`config.mk`:
```
export PLATFORM = sky130hd
export DESIGN_NAME = shift_seq_ctrl
export DESIGN_NICKNAME = d
export VERILOG_FILES = /design/src/rtl/shift_pkg.sv /design/src/rtl/shift_step.sv /design/src/rtl/shift_seq_ctrl.sv
export SDC_FILE = /design/constraint.sdc
export NUM_CORES = 1
export LEC_CHECK = 0
export ABC_AREA = 1
export CORE_MARGIN = 2
export CORE_UTILIZATION = 49
export DETAILED_ROUTE_END_ITERATION = 12
export DONT_BUFFER_PORTS = 1
export GPL_TIMING_DRIVEN = 0
export HOLD_SLACK_MARGIN = 0.08
export PLACE_DENSITY_LB_ADDON = 0.1
export REMOVE_ABC_BUFFERS = 1
export SYNTH_ARGS = -nofsm -noshare
export SYNTH_HDL_FRONTEND = slang
export SYNTH_SLANG_ARGS = --single-unit
```
`constraint.sdc`:
```
create_clock -name clk -period 4.2 [get_ports clk]
set_input_delay 0.84 -clock clk [delete_from_list [all_inputs] [get_ports clk]]
set_output_delay 0.84 -clock clk [all_outputs]
set_load 0.01 [all_outputs]
```
`src/rtl/shift_pkg.sv`:
```
// Shared widths, op encodings and FSM states for the multi-cycle shift sequencer.
package shift_pkg;

  localparam int XLEN = 64;
  localparam int NW   = $clog2(XLEN);

  localparam logic [1:0] OP_SLL = 2'b00;
  localparam logic [1:0] OP_SRL = 2'b01;
  localparam logic [1:0] OP_SRA = 2'b10;
  localparam logic [1:0] OP_RSV = 2'b11;

  typedef enum logic [1:0] {
    IDLE  = 2'd0,
    SHIFT = 2'd1,
    DONE  = 2'd2
  } state_t;

endpackage

```
`src/rtl/shift_step.sv`:
```
// One bounded shift of up to MAX_STEP bits (SLL/SRL/SRA, reserved passes through).
// Latency: combinational.
// Backpressure: none, pure datapath.
module shift_step
  import shift_pkg::*;
#(
  parameter int MAX_STEP = 8,
  parameter int SW       = $clog2(MAX_STEP + 1)
) (
  input  logic [XLEN-1:0] acc,
  input  logic [SW-1:0]   step,
  input  logic [1:0]      op,
  output logic [XLEN-1:0] out
);

  always_comb begin
    out = acc;
    case (op)
      OP_SLL:  out = acc << step;
      OP_SRL:  out = acc >> step;
      OP_SRA:  out = $signed(acc) >>> step;
      default: out = acc;
    endcase
  end

endmodule

```
`src/rtl/shift_seq_ctrl.sv`:
```
// Sequential 64-bit SLL/SRL/SRA: iterates MAX_STEP bits per cycle instead of a full barrel shifter.
// Latency: out_valid rises 1 + ceil(n/MAX_STEP) cycles after accept (1 for n==0 or reserved op).
// Backpressure: result held in DONE until out_ready; a new op may load on the consuming edge.
module shift_seq_ctrl
  import shift_pkg::*;
#(
  parameter int MAX_STEP = 8
) (
  input  logic            clk,
  input  logic            reset,
  input  logic            flush,
  input  logic            in_valid,
  output logic            in_ready,
  input  logic [XLEN-1:0] a,
  input  logic [NW-1:0]   n,
  input  logic [1:0]      op,
  output logic            out_valid,
  input  logic            out_ready,
  output logic [XLEN-1:0] result,
  output logic            busy
);

  localparam int SW = $clog2(MAX_STEP + 1);

  state_t          state, state_nxt;
  logic [XLEN-1:0] acc, acc_shf;
  logic [NW-1:0]   rem, rem_nxt;
  logic [1:0]      op_q;
  logic [SW-1:0]   step;
  logic            accept;
  logic            load_done;

  always_comb begin
    if (rem < NW'(MAX_STEP)) step = rem[SW-1:0];
    else                     step = SW'(MAX_STEP);
    rem_nxt = rem - NW'(step);
  end

  shift_step #(.MAX_STEP(MAX_STEP), .SW(SW)) u_step (
    .acc  (acc),
    .step (step),
    .op   (op_q),
    .out  (acc_shf)
  );

  always_comb begin
    state_nxt = state;
    in_ready  = ~reset & ~flush & ((state == IDLE) | ((state == DONE) & out_ready));
    accept    = in_valid & in_ready;
    load_done = (n == '0) | (op == OP_RSV);
    out_valid = (state == DONE);
    busy      = (state != IDLE);

    if (accept) begin
      state_nxt = load_done ? DONE : SHIFT;
    end else begin
      case (state)
        IDLE:    state_nxt = IDLE;
        SHIFT:   if (rem_nxt == '0) state_nxt = DONE;
        DONE:    if (out_ready) state_nxt = IDLE;
        default: state_nxt = IDLE;
      endcase
    end

    // An abort wins over any handshake in the same cycle.
    if (flush) state_nxt = IDLE;
  end

  always_ff @(posedge clk) begin
    if (reset) state <= IDLE;
    else       state <= state_nxt;
  end

  always_ff @(posedge clk) begin
    if (reset) begin
      acc  <= '0;
      rem  <= '0;
      op_q <= OP_SLL;
    end else if (accept) begin
      acc  <= a;
      rem  <= n;
      op_q <= op;
    end else if ((state == SHIFT) && !flush) begin
      acc  <= acc_shf;
      rem  <= rem_nxt;
    end
  end

  assign result = acc;

endmodule

```
==> results.toml <==
[final_layout]
regArea_sq_um = 1480
final_cell_mix = "636 x nand2_1, 395 x nand3_1, 148 x inv_1"
final_nets = 1818
final_common_cell = "nand2_1"
multi_input_area_sq_um = 6880
syn_to_final_growth_pct = 2.51
diodes = 0
num-fill-cells = 2152
final_cell_area_sq_um = 9860
fin_util_pct = 51.0
drive_above_1_share_pct = 3.50

[routing]
wl_per_cell_microns = 18.4
vias = 12200
dr.pass1.iters = 6
drc = 0
wirelength_mm = 36.9
initialDrtViolationCount = 1616
final_antenna_net_count = 0
vias_per_cell = 6.07

[setup_path]
crit_fanout = 67
crit_path_cell_trace = "nor2_4 > nand2_4 > inv_2 > nor2_4 > inv_1 > o21ai_0 > a21oi_1 > nand2_1 > nand3_1 > a21oi_1"
slowest_stage = "nor2_4"
path_class = "reg2reg"
reg2reg_depth = 10
reg2reg_slack_ns = 0.20
start_kind = "register"
cp.arrival_ns = 4.29
crit_path_end_kind = "register"
worstPathRequired_ns = 4.49
r2r-start = "rem[4]"
cpPeakStageDelay_ns = 0.86
rr_endpoint = "result[29]"

[placement]
hpwl_mm = 24.6
dpl_cell_area_sq_um = 9540
preCtsSetupSlack_ns = 0.0942
port-buffer-count = 0
gp_congestion = 0.919

[timing]
setup_violations = 0
min_period_ns = 4.00
rsz0062_at_grt = "no"
fin_ws_ns = 0.200
slew_viol_final = 0
hold_viol_final = 0
worstMarginPinSlew_ns = 1.21
fin_crit_sh_pct = 95.2
finClkSkew_ns = 0.0116
slew_headroom_pct = 19.1
fmax_ghz = 0.250

[min_path]
min_from = "rem[5]"
hp-class = "reg2reg"
whs_path_depth = 2
holdPathEnd = "rem[5]"

[clock_tree]
cts.sinks = 74
clk_pin_slew_worst_paths_ns = 0.07
hold_buffers = 0
max-clock-path-buffers = 2
cts.root.buffer_cell = "clkbuf_16"
cts_buffers = 9
htreeDepth = 3
cts_tree = "yes"
clk-insertion-delay-late_ns = 0.37

[synthesis]
netlist_area_sq_um = 9620
ys_ff_latch = 74
synth_seq_area_share_pct = 15.4
syn_avg_cell_area_sq_um = 5.21
synth-async-reset-ratio_pct = 0
yosysUniqueCellTypes = 41
synth_warnings = 0
synth_edf_count = 0
yosys_most_used_dff = "dfxtp_1"
synth_cells = 1847

[floorplanning]
die_w_microns = 144
rows = 51
fp.coreArea_sq_um = 19300
ios = 144
fp.dieArea_sq_um = 20800
start_util_pct = 49.7
die_h_microns = 144

[global_route]
grt_max_degree = 106
grt_use_total_pct = 35.5
grt_pass1_wl_mm = 58.1
grt_util_met2_pct = 55.1
grt_overflow = 0
gr-usage-met3_pct = 6.39
antenna_found_initial = 0
met1_usage_pct = 48.0
grt_pass1_vias = 10900
busiest_layer = "met2"

[pwr]
power-per-cell-area_nw_per_um2 = 264
switching_share_pct = 42.6
p_comb_share_pct = 38.0
pwr-share-seq_pct = 29.7
p_int_mw = 1.49
p_sw_mw = 1.11
ir_worst_vdd_v = 0.000212
p_leak_nw = 4.70
clock_power_share_pct = 32.3

[job]
cap_violations = 0

[run_status]
status = "finished, final reports clean"
flip-flops by register name, indices dropped and copies added (netlist names):
name / count
op_q: 2
state: 2
result: 64
rem: 6
cell type report:
cell class / instances / share of cell area (%)
clock buffers: 12 / 2.50
repair buffers: 11 / 2.69
well taps: 265 / 3.36
clock inverters: 4 / 0.520
multi-input cells: 1484 / 69.8
flip-flops and latches: 74 / 15.0
inverters: 158 / 6.14
synth_stat cells, types with 2 or more instances:
cell       number  area share [%]
nand2_1       636              25
nand3_1       395              21
inv_1         148             5.8
o21ai_0       120             6.2
a21oi_1       103             5.4
dfxtp_1        74              15
nor2_1         63             2.5
buf_2          51             2.7
o21ai_1        45             2.3
clkbuf_1       41             1.6
nand4_1        29             1.9
buf_4          20             1.6
o211ai_1       13             1.0
o21bai_1       11            0.86
buf_1          10            0.39
or2_2          10            0.65
buf_6           9             1.1
inv_2           9            0.35
o21a_1          7            0.55
and2_1          6            0.39
nand3b_1        6            0.47
a31oi_1         5            0.33
nor2_2          5            0.33
or2_1           5            0.33
a211oi_1        3            0.23
ha_1            3            0.39
nor2_4          3            0.35
nand3_4         2            0.36
o2111ai_1       2            0.18
o22ai_1         2            0.13
timing repair:
action                                  in CTS  in global routing
endpoints found under the setup margin       0                 63
buffers inserted                             0                  0
gates resized for setup                      0                  3
worst max-delay path: cells and delay by family, from the launching register on:
family,cells,cell delay [ns]
compound gates,3,0.51
buf+inv,2,1.12
flops,1,0.43
simple gates,5,1.83
how the worst max path moves through the flow:
| stage | from | to | slack, ns |
|---|---|---|---|
| 2_1_floorplan | rem[4] | result[57] | -0.88 |
| 4_1_cts | rem[4] | result[35] | 0.05 |
| 6_report | rem[4] | result[29] | 0.20 |
| 3_3_place_gp | rem[4] | result[49] | -3.84 |
| 3_5_place_dp | rem[4] | result[35] | 0.09 |
| 5_1_grt | op_q[0] | result[43] | 0.009 |
power groups by stage:
stage	Combinational [mW]	Sequential (mW)	Clock (mW)
floorplan	0.666	0.775	0
global placement	0.926	0.787	0
detailed placement	0.956	0.788	0
CTS	0.960	0.772	0.843
global route	1.10	0.776	0.861
finish	0.990	0.772	0.840
logic make-up after synthesis:
logic type	count (synthesis)	synth area share [%]
AOI/OAI and AO/OA	317	17.8
adders and majority gates	3	0.390
muxes	1	0.104
and+or+nand+nor	1163	52.8
DFF	74	15.4
buffers and inverters	289	13.5
stage by stage:
| stage | setup TNS, ns | hold slack, ns | power, mW | cells |
|---|---|---|---|---|
| 6_report | 0 | 0.505 | 2.60 | 2008 |
| 5_1_grt | 0 | 0.523 | 2.73 | 2008 |
| 4_1_cts | 0 | 0.507 | 2.58 | 2007 |
| 3_5_place_dp | 0 | 0.497 | 1.74 | 1991 |
| 3_3_place_gp | -224.72 | 0.490 | 1.71 | 1981 |
| 2_1_floorplan | -38.39 | 0.475 | 1.44 | 1716 |
routing by layer:
metal	part of all wire [%]	vias up
met4	3.7	0
met5	0	-
met1	42	5450
met3	10	108
li1	-	5912
met2	44	723
Power figures use the tool's default switching activity.
